`src/rtl/pixel_stream_binarizer.sv`:
```
// Byte-stream RGB pixel assembler and binarizer: emits one registered record per pixel with (x, y) and frame markers.
// Optional macro PIXEL_LUMA_EN switches classification from per-channel thresholds to a (R+2G+B)/4 luma metric.
module pixel_stream_binarizer #(
   parameter int          WIDTH     = 100,
   parameter int          HEIGHT    = 100,
   parameter logic [7:0]  THRESHOLD = 8'd128,
   parameter logic [23:0] RESET_CMD = 24'd99999,
   localparam int         XW        = $clog2(WIDTH),
   localparam int         YW        = $clog2(HEIGHT)
) (
   input  logic          CLOCK_50,
   input  logic          reset,
   input  logic          wr_en,
   input  logic [31:0]   hex_value_index,
   output logic          pix_valid,
   output logic [XW-1:0] pix_x,
   output logic [YW-1:0] pix_y,
   output logic          pix_fg,
   output logic          frame_start,
   output logic          frame_done,
   output logic          busy
);

   localparam logic [XW-1:0] X_LAST = XW'(WIDTH - 1);
   localparam logic [YW-1:0] Y_LAST = YW'(HEIGHT - 1);

   logic [1:0]    r_phase;
   logic [7:0]    r_r;
   logic [7:0]    r_g;
   logic [XW-1:0] r_x;
   logic [YW-1:0] r_y;
   logic          r_pix_valid;
   logic [XW-1:0] r_pix_x;
   logic [YW-1:0] r_pix_y;
   logic          r_pix_fg;
   logic          r_frame_start;
   logic          r_frame_done;
   logic          r_busy;

   logic [7:0]    w_byte;
   logic          w_soft;
   logic          w_x_last;
   logic          w_y_last;
   logic          w_fg;

   assign w_byte   = hex_value_index[31:24];
   // The command field only matters while the strobe is low; with wr_en high the word is pure data.
   assign w_soft   = !wr_en && (hex_value_index[23:0] == RESET_CMD);
   assign w_x_last = (r_x == X_LAST);
   assign w_y_last = (r_y == Y_LAST);

`ifdef PIXEL_LUMA_EN
   logic [9:0] w_sum;
   logic [9:0] w_metric;
   assign w_sum    = {2'b00, r_r} + {1'b0, r_g, 1'b0} + {2'b00, w_byte};
   assign w_metric = w_sum >> 2;
   assign w_fg     = (w_metric < {2'b00, THRESHOLD});
`else
   assign w_fg     = (r_r < THRESHOLD) && (r_g < THRESHOLD) && (w_byte < THRESHOLD);
`endif

   always_ff @(posedge CLOCK_50) begin
      if (reset) begin
         r_phase       <= 2'd0;
         r_r           <= 8'd0;
         r_g           <= 8'd0;
         r_x           <= '0;
         r_y           <= '0;
         r_pix_valid   <= 1'b0;
         r_pix_x       <= '0;
         r_pix_y       <= '0;
         r_pix_fg      <= 1'b0;
         r_frame_start <= 1'b0;
         r_frame_done  <= 1'b0;
         r_busy        <= 1'b0;
      end else begin
         r_pix_valid   <= 1'b0;
         r_frame_start <= 1'b0;
         r_frame_done  <= 1'b0;
         if (wr_en) begin
            r_busy <= 1'b1;
            case (r_phase)
               2'd0: begin
                  r_r     <= w_byte;
                  r_phase <= 2'd1;
               end
               2'd1: begin
                  r_g     <= w_byte;
                  r_phase <= 2'd2;
               end
               2'd2: begin
                  r_phase       <= 2'd0;
                  r_pix_valid   <= 1'b1;
                  r_pix_x       <= r_x;
                  r_pix_y       <= r_y;
                  r_pix_fg      <= w_fg;
                  r_frame_start <= (r_x == '0) && (r_y == '0);
                  r_frame_done  <= w_x_last && w_y_last;
                  if (w_x_last) begin
                     r_x <= '0;
                     r_y <= w_y_last ? '0 : r_y + 1'b1;
                  end else begin
                     r_x <= r_x + 1'b1;
                  end
               end
               default: r_phase <= 2'd0;
            endcase
         end else if (w_soft) begin
            r_phase <= 2'd0;
            r_x     <= '0;
            r_y     <= '0;
            r_busy  <= 1'b0;
         end else if (r_frame_done) begin
            // Drop busy one cycle after the last pixel unless a new frame's first byte arrived.
            r_busy <= 1'b0;
         end
      end
   end

   assign pix_valid   = r_pix_valid;
   assign pix_x       = r_pix_x;
   assign pix_y       = r_pix_y;
   assign pix_fg      = r_pix_fg;
   assign frame_start = r_frame_start;
   assign frame_done  = r_frame_done;
   assign busy        = r_busy;

endmodule
```
`config.mk`:
```
export PLATFORM = sky130hd
export DESIGN_NAME = pixel_stream_binarizer
export DESIGN_NICKNAME = d
export VERILOG_FILES = /design/src/rtl/pixel_stream_binarizer.sv
export SDC_FILE = /design/constraint.sdc
export NUM_CORES = 1
export LEC_CHECK = 0
export ABC_AREA = 1
export BUFFER_PORTS_ARGS = -buffer_cell sky130_fd_sc_hd__buf_2
export CAP_MARGIN = 40
export CORE_MARGIN = 5
export CORE_UTILIZATION = 25
export CTS_CLUSTER_DIAMETER = 60
export CTS_CLUSTER_SIZE = 28
export DETAILED_ROUTE_END_ITERATION = 10
export GPL_TIMING_DRIVEN = 0
export SETUP_SLACK_MARGIN = 0.15
export SLEW_MARGIN = 20
export SYNTH_ARGS = -nofsm -noshare
export SYNTH_HDL_FRONTEND = slang
export SYNTH_SLANG_ARGS = --single-unit
```
`constraint.sdc`:
```
create_clock -name CLOCK_50 -period 1.6 [get_ports CLOCK_50]
set_input_delay 0.16 -clock CLOCK_50 [delete_from_list [all_inputs] [get_ports CLOCK_50]]
set_output_delay 0.16 -clock CLOCK_50 [all_outputs]
set_load 0.02 [all_outputs]
```
# Word-level counts from Yosys, hierarchy flattened
# Cells that the tools add are included.
# word_totals
latch_bits	0
ram_bits	0
ff_bits	51
mem_bits_ro	0
memories	0
inputBits	35
# op_classes
n_bitwise	2
shifts	0
n_div	0
n_reduce_logical	18
n_mul	0
n_addsub	2
magnitude_cmp	3
mux	15
n_eq_ne	7
# op_table
operator	n
7-bit 2-to-1 mux	8
24-bit by 17-bit equality test with 1-bit output (second input constant)	1
8-bit less-than comparator (second input constant)	3
7-bit by 1-bit adder with 7-bit output (second input constant)	2
7-bit equality test (second input constant)	2
7-bit logical NOT	2
2-bit AND reduction	4
1-bit logical AND	5
1-bit 2-to-1 mux	4
2-bit 2-to-1 mux	2
2-bit by 1-bit != test with 1-bit output (second input constant)	2
2-bit one-hot mux with 2 select lines	1
3-bit AND reduction	1
3-bit nonzero test	1
3-bit OR reduction	1
2-bit by 1-bit equality test with 1-bit output (second input constant)	1
2-bit equality test (second input constant)	1
2-bit logical NOT	1
1-bit NOT	2
2-bit nonzero test	1
2-bit OR reduction	1
1-bit logical NOT	1

# Depth between registers and ports, before layout
# Gate-level depths: netlist of the first run.
# logic_depth
ltp_word	5
mapped_depth	10
mapped_depth_nobuf	10

# Worst setup path before layout of the first run
# No wires, ideal clock.
# synth_timing
path_kind	register -> register
startpoint	register r_x[0]
endpoint	register r_y[5]
period_less_slack_ns	1.275
required_time_ns	1.485
slack_ns	0.325
t_arrival_ns	1.160
setup_time_ns	0.115
path_stages_with_launch	8
path_cell_list	dfxtp_1 ha_1 nand4_4 o21ai_2 buf_6 nand3_1 nand2_1 nor2_1
# synth_between
elab_chain_cells	3
# synth_rtl
element	line_no	text
start: declaration	30	logic [XW-1:0] r_x;
start signal: assignment	103	r_x <= r_x + 1'b1;
7-bit equality test	49	assign w_x_last = (r_x == X_LAST);
2-bit by 1-bit != test with 1-bit output (no source line)	-	
3-bit AND reduction (no source line)	-	
end signal: assignment	101	r_y <= w_y_last ? '0 : r_y + 1'b1;
end: declaration	31	logic [YW-1:0] r_y;
# No other way between the ends.
# A chain may end at the register's enable or synchronous reset.

# Final worst setup path of the first run
# layout_timing
startpoint	register r_phase[0]
endpoint	register r_pix_x[6], in the netlist pix_x[6]
# layout_between
elab_chain_cells	2
# layout_rtl
element	line_no	text
start: declaration	27	logic [1:0] r_phase;
start signal: assignment	64	r_phase <= 2'd0;
start signal: assignment	85	r_phase <= 2'd1;
start signal: assignment	89	r_phase <= 2'd2;
2-bit equality test	82	case (r_phase)
2-bit AND reduction (no source line)	-	
end signal: assignment	94	r_pix_x <= r_x;
end: declaration	33	logic [XW-1:0] r_pix_x;
# No other way between the ends.

==> impl_metrics.csv, run 1 <==
group,metric,value,unit
setup_path,timing.critical_path.to_type,"flop",
drt,drt_wl_total,5080,um
drt,drt_pass1_iterations,4,
floorplan,floorplan.rows,31,
timing,maxClockFrequency,756,MHz
synth,fraction_of_post_synthesis_cell_area_in_the_top_cell_type_by_area,0.387,
finish,layout-drive-gt1-share,0.236,
clocking,cts.htree.levels,2,
floorplan,fp.dieW,97.5,um
synth,yosys.area.top_type,"sky130_fd_sc_hd__dfxtp_1",
clocking,post_cts_resized,0,
grt,met1_resource_use_gr,0.133,
setup_path,worst-setup-path-type,"flop to flop",
clocking,ctsHoldBuffers,0,
drt,initialDrtViolationCount,104,
grt,grt_antenna_before_repair,0,
timing,min_period,1.32,ns
synth,synth_edf_count,0,
finish,finalCoreUtilization,0.330,
setup_path,worstRegToRegCells,6,
drt,dr_total_vias,1964,
timing,finalSetupTns,0,ns
synth,synth_seq_cells,37,
grt,busiest_layer,"met2",
grt,global_route.usage.met2,0.203,
synth,synthTopCellsByArea,"sky130_fd_sc_hd__dfxtp_1 39%, sky130_fd_sc_hd__nand2_1 12%, sky130_fd_sc_hd__nor2_1 9.2%",
min_path,worstHoldStart,"hex_value_index[31]",
setup_path,worstPathBufferInverterCount,2,
job,cap_violations,0,
floorplan,core_area,0.00733,mm2
min_path,min_path_type,"primary input to flop",
timing,skew,0.00487,ns
grt,grt_util_all_layers,0.112,
grt,global_route_wire_length_before_repair,8860,um
run_status,outcome,"finished clean",
grt,overflow,0,
setup_path,timing.rr.start,"r_phase[0]",
finish,fin_cells,438,
timing,final_report_max_slew_violation_count,0,
setup_path,critical_path.reg2reg.endpoint,"pix_x[6]",
clocking,path_clk_slew,0.07,ns
drt,drtAntennaViolNets,0,
synth,synth_async_sr_flop_share,0,
min_path,min_delay_worst_endpoint,"r_g[7]",
grt,largest_net_degree_at_the_start_of_global_routing,12,
floorplan,floorplan.initialDensity,0.261,
setup_path,critPathArrivalTime,1.55,ns
floorplan,dieArea,0.00950,mm2
synth,netlist_top_cells_count,"62 x sky130_fd_sc_hd__nand2_1, 47 x sky130_fd_sc_hd__nor2_1, 37 x sky130_fd_sc_hd__dfxtp_1",
setup_path,worstPathMaxFanout,10,
timing,rsz0062_at_grt,"yes",
power,power.static_leakage,1.11,nW
synth,syn_avg_cell_area,6.71,um2
setup_path,setup.worst_path.start_class,"flop",
setup_path,path_cells,"inv_1 -> nand2_1 -> nor2_4 -> clkbuf_4 -> o21ai_0 -> a21oi_1",
drt,wl_per_cell,11.6,um
drt,routed_via_density,4.48,
synth,post_synth_inst_count,285,
setup_path,worstPathRequired,1.83,ns
synth,yosysWarnings,0,
clocking,cts-buffers-inserted,5,
clocking,cts_tree,"built",
placement,placed_cells_incl_taps,430,
floorplan,die_y,97.5,um
clocking,clock_tree.root_cell,"sky130_fd_sc_hd__clkbuf_8",
timing,tightestPinTransition,0.490,ns
synth,synthesis.area,0.00191,mm2
synth,synth_seq_area_share,0.387,
synth,synth_cell_types,27,
finish,multiInputGateArea,0.00102,mm2
timing,period_share,0.827,
setup_path,critical_path.top_delay_family,"simple AND/OR/NAND/NOR gates",
placement,port-buffer-count,46,
clocking,post_cts_repair_timing_setup_buffer_count,0,
power,power.ir.vdd_worst,0.000351,V
setup_path,timing.critical_path.slowest_stage_cell,"sky130_fd_sc_hd__dfxtp_1",
finish,area_delta_synth_final,26.7,%
clocking,cts_max_path_buffers,2,
finish,layout_filler_cell_count,813,
finish,area.sequential,748,um2
clocking,cts.sinks,37,
timing,finalSetupViolations,0,
placement,gp_congestion,0.831,
grt,grt_pass1_vias,1923,
clocking,insertion_delay,0.29,ns
synth,yosys_most_used_dff,"sky130_fd_sc_hd__dfxtp_1",
timing,finalHoldViolations,0,
setup_path,max_stage_delay,0.33,ns
synth,syn_nets,324,
power,power.density,838,mW/mm2
floorplan,pin_count,54,
finish,finalNetCount,377,
grt,grt.met3_usage,0.0258,
min_path,hold_depth,3,
timing,slew-limit-headroom,0.673,
setup_path,reg2reg_slack,0.28,ns
drt,drt_drc_violations_left,0,
synth,synth.most_common_cell,"sky130_fd_sc_hd__nand2_1",
finish,diodes,0,
placement,place.detailed.hpwl,3890,um
area by class of cell:
type                            instances  share of cell area
Sequential cell                        37               0.309
Buffer                                  8              0.0243
Timing Repair Buffer                   46              0.0950
Clock inverter                          1              0.0124
Multi-Input combinational cell        206               0.420
Inverter                               34              0.0527
Tap cell                               99              0.0511
Clock buffer                            7              0.0356
logic make-up after synthesis:
logic type               count (synthesis)  synth area share
adder cells (fa/ha/maj)                  4            0.0262
AO/OA/AOI/OAI                           43             0.115
buffers and inverters                   42            0.0962
flip-flops                              37             0.387
AND/OR/NAND/NOR                        157             0.366
XOR/XNOR                                 2           0.00916
cell usage in the layout (no fill, tap or decap):
master / n
sky130_fd_sc_hd__nand3b_1: 2
sky130_fd_sc_hd__and2_2: 1
sky130_fd_sc_hd__xor2_1: 1
sky130_fd_sc_hd__a21oi_1: 24
sky130_fd_sc_hd__nand4_1: 1
sky130_fd_sc_hd__nor2_4: 3
sky130_fd_sc_hd__clkbuf_1: 3
sky130_fd_sc_hd__ha_4: 1
sky130_fd_sc_hd__bufinv_16: 1
sky130_fd_sc_hd__ha_2: 1
sky130_fd_sc_hd__clkbuf_8: 6
sky130_fd_sc_hd__nand2_2: 2
sky130_fd_sc_hd__buf_4: 1
sky130_fd_sc_hd__nand4_4: 1
sky130_fd_sc_hd__nor3_1: 5
sky130_fd_sc_hd__inv_2: 3
sky130_fd_sc_hd__xnor2_1: 1
sky130_fd_sc_hd__nor2_1: 44
sky130_fd_sc_hd__o21ai_0: 18
sky130_fd_sc_hd__buf_6: 2
sky130_fd_sc_hd__ha_1: 2
sky130_fd_sc_hd__dlygate4sd1_1: 1
sky130_fd_sc_hd__nor2_2: 3
sky130_fd_sc_hd__dfxtp_2: 6
sky130_fd_sc_hd__nor4_1: 1
sky130_fd_sc_hd__nand3_1: 29
sky130_fd_sc_hd__buf_2: 47
sky130_fd_sc_hd__inv_1: 31
sky130_fd_sc_hd__dfxtp_1: 31
sky130_fd_sc_hd__o21ai_2: 1
sky130_fd_sc_hd__clkbuf_4: 1
sky130_fd_sc_hd__nor3b_1: 4
sky130_fd_sc_hd__nand2_1: 61
metal layers:
| layer | vias up | share of wire |
|---|---|---|
| met5 | - | 0 |
| li1 | 1021 | - |
| met1 | 918 | 0.46 |
| met3 | 4 | 0.022 |
| met2 | 21 | 0.52 |
| met4 | 0 | 0.0057 |
sequential cells by signal (all words and copies together) (netlist names):
| register | flops |
|---|---|
| pix_valid | 1 |
| r_x | 7 |
| pix_x | 7 |
| frame_done | 1 |
| r_r | 1 |
| busy | 1 |
| r_g | 1 |
| pix_y | 7 |
| r_y | 7 |
| frame_start | 1 |
| r_phase | 2 |
| pix_fg | 1 |
metrics by stage:
stage / setup slack [ns] / hold slack (ns) / power (W) / cell area, um2
3_3_place_gp: 0.206 / 0.426 / 0.00121 / 2270
6_report: 0.277 / 0.144 / 0.00203 / 2420
2_1_floorplan: 0.325 / 0.295 / 0.00112 / 1910
4_1_cts: 0.155 / 0.145 / 0.00205 / 2380
5_1_grt: 0.138 / 0.177 / 0.00213 / 2420
3_5_place_dp: 0.178 / 0.446 / 0.00121 / 2270
worst min-delay path: stages:
cell and delay (ns):
sky130_fd_sc_hd__buf_2 0.11, sky130_fd_sc_hd__nor2_1 0.05, sky130_fd_sc_hd__nor2_1 0.09
where the power goes:
group	leakage (nW)	total, W	switching, W	internal [W]
Sequential	0.303	0.000968	0.0000195	0.000948
Combinational	0.751	0.000225	0.000138	0.0000868
Clock	0.0585	0.000836	0.000328	0.000508
Total	1.11	0.00203	0.000486	0.00154
worst max-delay path by stage:
stage,startpoint,depth (start not counted),slack (ns),to
final,r_phase[0],6,0.28,pix_x[6]
after global routing,r_y[0],9,0.14,r_y[6]
after CTS,r_x[1],9,0.16,r_x[6]
after detailed placement,r_x[1],9,0.18,r_x[6]
after global placement,r_x[1],9,0.21,r_x[6]
after floorplan,r_x[0],7,0.33,r_y[5]
Power figures use the tool's default switching activity.
==> run 2: changes to the inputs <==
--- a/config.mk
+++ b/config.mk
@@ -5,7 +5,7 @@
 export SDC_FILE = /design/constraint.sdc
 export NUM_CORES = 1
 export LEC_CHECK = 0
-export ABC_AREA = 1
+export ABC_AREA = 0
 export BUFFER_PORTS_ARGS = -buffer_cell sky130_fd_sc_hd__buf_2
 export CAP_MARGIN = 40
 export CORE_MARGIN = 5
==> constraint.sdc (replaced) <==
create_clock -name CLOCK_50 -period 1.2 [get_ports CLOCK_50]
set_input_delay 0.12 -clock CLOCK_50 [delete_from_list [all_inputs] [get_ports CLOCK_50]]
set_output_delay 0.12 -clock CLOCK_50 [all_outputs]
set_load 0.02 [all_outputs]
==> run 2 against run 1 <==
Effect of this change:
- design area increased by 25%
- wire length increased by 24%
- flip-flop and latch count unchanged
- non-clock buffer count increased by 28
- the run now ends with negative setup slack left
==> impl_metrics.csv, run 2 <==
group,metric,value,unit
timing,period_share,1.27,
clocking,path_clk_slew,0.08,ns
setup_path,critical_path.top_delay_family,"simple AND/OR/NAND/NOR gates",
setup_path,critPathArrivalTime,1.71,ns
floorplan,fp.dieW,95.0,um
setup_path,worstPathMaxFanout,7,
placement,dpl_cell_area,0.00225,mm2
power,power.ir.vdd_worst,0.000561,V
power,switching_share,0.251,
synth,post_synth_inst_count,213,
timing,final_report_max_slew_violation_count,0,
finish,fin_cells,389,
timing,finalHoldViolations,0,
synth,synth.most_common_cell,"sky130_fd_sc_hd__dfxtp_1",
synth,syn_nets,252,
placement,port-buffer-count,46,
clocking,clock_tree.root_cell,"sky130_fd_sc_hd__clkbuf_8",
clocking,cts_tree,"built",
clocking,cts.sinks,37,
grt,global_route_wire_length_before_repair,10100,um
synth,synth_seq_cells,37,
clocking,cts.htree.levels,2,
synth,synth_xor_xnor_area_share,0,
drt,wl_per_cell,16.1,um
run_status,outcome,"finished with violations",
synth,yosys_most_used_dff,"sky130_fd_sc_hd__dfxtp_1",
synth,synth_compound_area_frac,0.216,
timing,maxClockFrequency,654,MHz
timing,timing.final.ws_setup,-0.330,ns
synth,synth_top_family_by_area,"simple AND/OR/NAND/NOR gates",
finish,area_delta_synth_final,68.2,%
floorplan,floorplan.rows,31,
synth,synthesis.area,0.00181,mm2
finish,layout.cells.most_common_list,"47 x sky130_fd_sc_hd__buf_2, 26 x sky130_fd_sc_hd__dfxtp_1, 19 x sky130_fd_sc_hd__nand2_1",
floorplan,pin_count,54,
drt,drt_pass1_iterations,4,
grt,largest_net_degree_at_the_start_of_global_routing,12,
power,power.density,804,mW/mm2
finish,finalNetCount,328,
synth,yosysWarnings,0,
timing,slew-limit-headroom,0.524,
grt,grt_antenna_before_repair,0,
setup_path,path_cells,"and3_4 -> nand3_4 -> or4_4 -> o41ai_2",
setup_path,timing.critical_path.to_type,"flop",
power,p_comb_frac,0.111,
grt,grt_pass1_vias,2029,
timing,min_period,1.53,ns
floorplan,dieArea,0.00903,mm2
grt,overflow,0,
setup_path,setup.worst_path.start_class,"flop",
synth,synth-adder-area-share,0.0277,
power,power.static_leakage,1.11,nW
floorplan,core_area,0.00714,mm2
synth,fraction_of_post_synthesis_cell_area_in_the_top_cell_type_by_area,0.410,
synth,synthTopCellsByArea,"sky130_fd_sc_hd__dfxtp_1 41%, sky130_fd_sc_hd__nand2_1 7.1%, sky130_fd_sc_hd__a21oi_1 6.1%",
synth,synthSimpleGateAreaFrac,0.280,
power,power_report.internal_total,0.00183,W
clocking,cts-buffers-inserted,5,
clocking,cts_max_path_buffers,2,
drt,routed_via_density,5.11,
timing,rsz0062_at_grt,"yes",
synth,yosys.area.top_type,"sky130_fd_sc_hd__dfxtp_1",
placement,placed_cells_incl_taps,358,
floorplan,floorplan.initialDensity,0.253,
placement,place.detailed.hpwl,3850,um
drt,initialDrtViolationCount,129,
timing,tightestPinTransition,0.714,ns
setup_path,worst-setup-path-type,"flop to flop",
drt,drt_drc_violations_left,0,
finish,finalInstanceArea,0.00304,mm2
grt,grt_util_all_layers,0.143,
synth,synth_async_sr_flop_share,0,
power,share_clk_of_total_power,0.377,
synth,synthMuxAreaShare,0.0111,
power,netSwitchingPower,0.000613,W
setup_path,max_stage_delay,0.52,ns
drt,drt_wl_total,6270,um
job,cap_violations,0,
clocking,insertion_delay,0.30,ns
synth,synth_edf_count,0,
setup_path,worstPathRequired,1.38,ns
setup_path,worstPathBufferInverterCount,0,
drt,drtAntennaViolNets,0,
timing,finalSetupViolations,31,
finish,diodes,0,
timing,skew,0.00936,ns
setup_path,timing.critical_path.slowest_stage_cell,"sky130_fd_sc_hd__dfxtp_1",
power,power_frac_seq,0.512,
synth,synth_cell_types,51,
synth,netlist_top_cells_count,"37 x sky130_fd_sc_hd__dfxtp_1, 34 x sky130_fd_sc_hd__nand2_1, 22 x sky130_fd_sc_hd__a21oi_1",
floorplan,die_y,95.0,um
finish,layout-drive-gt1-share,0.583,
placement,place_worst_setup_slack,-0.549,ns
drt,dr_total_vias,1987,
placement,gp_congestion,0.854,
run_status,failing_checks,"negative setup slack",
timing,hold_slack,0.127,ns
synth,syn_avg_cell_area,8.48,um2
min_path,min_path_type,"primary input to flop",
finish,layout_commonest_cell,"sky130_fd_sc_hd__buf_2",
synth,synth_seq_area_share,0.410,
-- run 2: cell types whose count changed after synthesis, moves of 4 or more --
cell / change
sky130_fd_sc_hd__inv_1: -21
sky130_fd_sc_hd__nand3_1: -23
sky130_fd_sc_hd__nor2_1: -41
sky130_fd_sc_hd__a211oi_1: +4
sky130_fd_sc_hd__o211ai_1: +4
sky130_fd_sc_hd__a41oi_1: +5
sky130_fd_sc_hd__nand2_1: -28
sky130_fd_sc_hd__nor4_1: +6
sky130_fd_sc_hd__o21ai_0: -12
sky130_fd_sc_hd__o41ai_1: +4
-- run 2: per-layer routing --
| layer | up-vias | global-route usage | part of all wire |
|---|---|---|---|
| met2 | 61 | 0.251 | 0.51 |
| met4 | 0 | 0.0397 | 0.024 |
| met3 | 19 | 0.0284 | 0.043 |
| li1 | 950 | - | - |
| met5 | - | 0 | 0 |
| met1 | 957 | 0.176 | 0.43 |
-- run 2: worst paths after layout --
kind | endpoint | cells past startpoint | startpoint | slack, ns
setup reg to reg | r_y[0] | 4 | r_x[6] | -0.33
hold / removal | r_g[7] | 3 | hex_value_index[31] | 0.13
setup / recovery | r_y[0] | 4 | r_x[6] | -0.33
hold reg to reg | pix_y[6] | 2 | pix_y[6] | 0.46
-- run 2: cells by family (layout without fill, tap and decap cells) --
group	count (synthesis)	count (layout)
compound gates	59	59
fa+ha+maj	4	4
buf+inv	23	100
flops	37	37
mux	2	2
simple gates	88	88
-- run 2: through the flow --
| step | power (W) | util | setup TNS [ns] |
|---|---|---|---|
| 2_1_floorplan | 0.00139 | - | -1.35 |
| 3_3_place_gp | 0.00147 | 0.316 | -7.74 |
| 3_5_place_dp | 0.00147 | 0.316 | -8.60 |
| 4_1_cts | 0.00243 | 0.391 | -4.72 |
| 5_1_grt | 0.00255 | 0.426 | -7.84 |
| 6_report | 0.00244 | 0.426 | -5.76 |
-- run 2: worst min-delay path, delay by kind of cell --
kind / cells / cell delay (ns)
buf+inv: 1 / 0.12
simple gates: 1 / 0.08
mux: 1 / 0.07
-- run 2: cell type report --
type / count / area, um2
buffer: 13 / 115
clock buffer: 8 / 90.1
fill: 701 / 4100
inverter: 10 / 40.0
multi-input combinational: 153 / 1400
sequential: 37 / 767
tap: 99 / 124
timing repair buffer: 69 / 499
-- run 2: repair_timing --
item                                    in CTS  in global routing
setup buffers                               17                  4
resized for setup                           68                 50
hold buffers                                 0                  0
endpoints found under the setup margin      33                 37
pin swaps                                   29                 21
gates cloned                                 2                  0
-- run 2: power by group through the flow --
stage	clock network (W)	registers [W]	logic, W
finish	0.000921	0.00125	0.000272
floorplan	0	0.00128	0.000105
global placement	0	0.00128	0.000189
global route	0.00100	0.00125	0.000293
CTS	0.000940	0.00125	0.000234
detailed placement	0	0.00128	0.000192
==> run 3: changes to the inputs <==
--- a/config.mk
+++ b/config.mk
@@ -8,12 +8,16 @@
 export ABC_AREA = 0
 export BUFFER_PORTS_ARGS = -buffer_cell sky130_fd_sc_hd__buf_2
 export CAP_MARGIN = 40
+export CELL_PAD_IN_SITES_DETAIL_PLACEMENT = 0
+export CELL_PAD_IN_SITES_GLOBAL_PLACEMENT = 1
 export CORE_MARGIN = 5
 export CORE_UTILIZATION = 25
 export CTS_CLUSTER_DIAMETER = 60
 export CTS_CLUSTER_SIZE = 28
 export DETAILED_ROUTE_END_ITERATION = 10
+export GPL_ROUTABILITY_DRIVEN = 0
 export GPL_TIMING_DRIVEN = 0
+export PLACE_DENSITY_LB_ADDON = 0.1
 export SETUP_SLACK_MARGIN = 0.15
 export SLEW_MARGIN = 20
 export SYNTH_ARGS = -nofsm -noshare
==> run 3 against run 2 <==
Effect of this change:
- the run still ends with negative setup slack left
- final cell count is 2.1% higher
- register-to-register slack improved by 0.03 ns
- hold slack worse by 0.018 ns
- sequential power about the same
- die area unchanged
- sequential share of layout area decreased by 0.54 points
- critical path depth shrank 1
- flip-flop and latch count is the same
- combinational power rose by 7.4%
- critical path type unchanged
- largest cell class unchanged
- highest routed layer unchanged
==> impl_metrics.csv, run 3 (same netlist as run 2, synthesis figures left out) <==
group,metric,value,unit
power,power.density,881,mW/mm2
timing,rsz0062_at_grt,"yes",
run_status,failing_checks,"negative setup slack",
finish,layout_filler_cell_count,743,
timing,final_report_max_slew_violation_count,0,
timing,slew-limit-headroom,0.491,
finish,finalNetCount,336,
setup_path,setup.worst_path.start_class,"flop",
timing,finalHoldViolations,0,
min_path,min_delay_worst_endpoint,"r_g[7]",
drt,drt_pass1_iterations,4,
grt,overflow,0,
timing,timing.final.ws_setup,-0.302,ns
setup_path,timing.rr.start,"r_x[3]",
clocking,path_clk_slew,0.09,ns
setup_path,worstPathRequired,1.41,ns
setup_path,critical_path.reg2reg.endpoint,"frame_start",
placement,place.detailed.hpwl,4230,um
clocking,cts_max_path_buffers,2,
timing,min_period,1.50,ns
finish,fin_cells,397,
run_status,outcome,"finished with violations",
finish,area.sequential,764,um2
grt,grt_pass1_vias,2044,
power,power.static_leakage,1.14,nW
setup_path,critPathArrivalTime,1.71,ns
placement,dpl_cell_area,0.00225,mm2
clocking,cts.htree.levels,2,
placement,port-buffer-count,46,
finish,finalCoreUtilization,0.434,
finish,multiInputGateArea,0.00139,mm2
grt,grt_antenna_before_repair,0,
drt,initialDrtViolationCount,84,
finish,finalInstanceArea,0.00310,mm2
floorplan,core_area,0.00714,mm2
floorplan,dieArea,0.00903,mm2
timing,hold_slack,0.109,ns
timing,maxClockFrequency,666,MHz
clocking,ctsHoldBuffers,0,
timing,period_share,1.25,
finish,layout-drive-gt1-share,0.594,
setup_path,timing.critical_path.slowest_stage_cell,"sky130_fd_sc_hd__or4_4",
drt,drtAntennaViolNets,0,
setup_path,max_stage_delay,0.44,ns
floorplan,fp.dieW,95.0,um
min_path,worstHoldStart,"hex_value_index[31]",
drt,wl_per_cell,16.2,um
setup_path,worstRegToRegCells,3,
clocking,clock_tree.root_cell,"sky130_fd_sc_hd__clkbuf_8",
timing,finalSetupViolations,32,
floorplan,floorplan.initialDensity,0.253,
finish,diodes,0,
placement,placed_cells_incl_taps,358,
floorplan,die_y,95.0,um
setup_path,timing.critical_path.to_type,"flop",
timing,tightestPinTransition,0.763,ns
floorplan,pin_count,54,
min_path,hold_depth,3,
setup_path,path_cells,"or3_4 -> or4_4 -> nor4_4",
setup_path,reg2reg_slack,-0.30,ns
timing,skew,0.00963,ns
drt,routed_via_density,5.07,
clocking,cts.sinks,37,
job,cap_violations,0,
clocking,insertion_delay,0.30,ns
timing,finalSetupTns,-5.03,ns
power,power.ir.vdd_worst,0.000553,V
drt,drt_wl_total,6440,um
finish,area_delta_synth_final,71.3,%
drt,drt_drc_violations_left,0,
setup_path,worst-setup-path-type,"flop to flop",
floorplan,floorplan.rows,31,
clocking,cts_tree,"built",
finish,layout.cells.most_common_list,"46 x sky130_fd_sc_hd__buf_2, 24 x sky130_fd_sc_hd__dfxtp_1, 22 x sky130_fd_sc_hd__buf_4",
grt,largest_net_degree_at_the_start_of_global_routing,13,
clocking,cts-buffers-inserted,5,
min_path,min_path_type,"primary input to flop",
drt,dr_total_vias,2014,
finish,layout_commonest_cell,"sky130_fd_sc_hd__buf_2",
grt,global_route_wire_length_before_repair,10400,um
setup_path,worstPathMaxFanout,4,
grt,grt_util_all_layers,0.148,
run 3: changes by cell type in the layout (fill, tap and decap cells not counted), moves of 3 or more:
cell,previous run,this run
sky130_fd_sc_hd__buf_4,12,22
sky130_fd_sc_hd__dfxtp_2,6,10
sky130_fd_sc_hd__nor4_1,4,1
sky130_fd_sc_hd__nor4_2,0,3
sky130_fd_sc_hd__o41ai_1,0,3
sky130_fd_sc_hd__o41ai_2,4,1
run 3: worst max-delay path by stage:
stage / slack [ns] / to / start / cells after the start
2_1_floorplan: -0.19 / r_y[5] / r_x[1] / 5
3_3_place_gp: -0.60 / r_x[4] / hex_value_index[12] / 5
3_5_place_dp: -0.59 / r_x[3] / hex_value_index[12] / 5
4_1_cts: -0.33 / frame_start / r_x[3] / 3
5_1_grt: -0.37 / r_y[1] / r_x[3] / 5
6_report: -0.30 / frame_start / r_x[3] / 3
run 3: repair_timing:
item                                    CTS  global route
pin swaps                                35            29
resized for setup                        70            47
gates cloned                              2             0
setup buffers                            20             9
endpoints found under the setup margin   34            36
endpoints found under the hold margin     0             0
run 3: per-stage QoR:
step	worst slack, ns	power [W]
finish	-0.302	0.00273
global route	-0.369	0.00285
detailed placement	-0.591	0.00148
global placement	-0.602	0.00148
CTS	-0.326	0.00274
floorplan	-0.187	0.00139
run 3: cell type report:
| class | count | area share |
|---|---|---|
| repair buffers | 77 | 0.174 |
| clock inverters | 2 | 0.0117 |
| inverters | 10 | 0.0121 |
| plain buffers | 13 | 0.0400 |
| well taps | 99 | 0.0400 |
| multi-input cells | 153 | 0.449 |
| flip-flops and latches | 37 | 0.247 |
| clock buffers | 6 | 0.0267 |
run 3: power breakdown:
| group | total [W] | switching (W) | internal [W] | leakage, nW |
|---|---|---|---|---|
| clock network | 0.00118 | 0.000506 | 0.000679 | 0.0617 |
| logic | 0.000292 | 0.000154 | 0.000138 | 0.769 |
| registers | 0.00125 | 0.0000113 | 0.00124 | 0.306 |
| total | 0.00273 | 0.000672 | 0.00206 | 1.14 |
run 3: routing by layer:
| metal | wire length, um | vias to the layer above | GRT usage | share of wire |
|---|---|---|---|---|
| met5 | 0 | - | 0 | 0 |
| met4 | 46 | 0 | 0.0361 | 0.0071 |
| met3 | 320 | 6 | 0.0339 | 0.050 |
| met2 | 3170 | 53 | 0.245 | 0.49 |
| met1 | 2890 | 989 | 0.195 | 0.45 |
| li1 | - | 966 | - | - |
run 3: critical path, delay by kind of cell, from the launching register on:
kind          cells  cell delay, ns
flops             1            0.37
simple gates      3            1.03
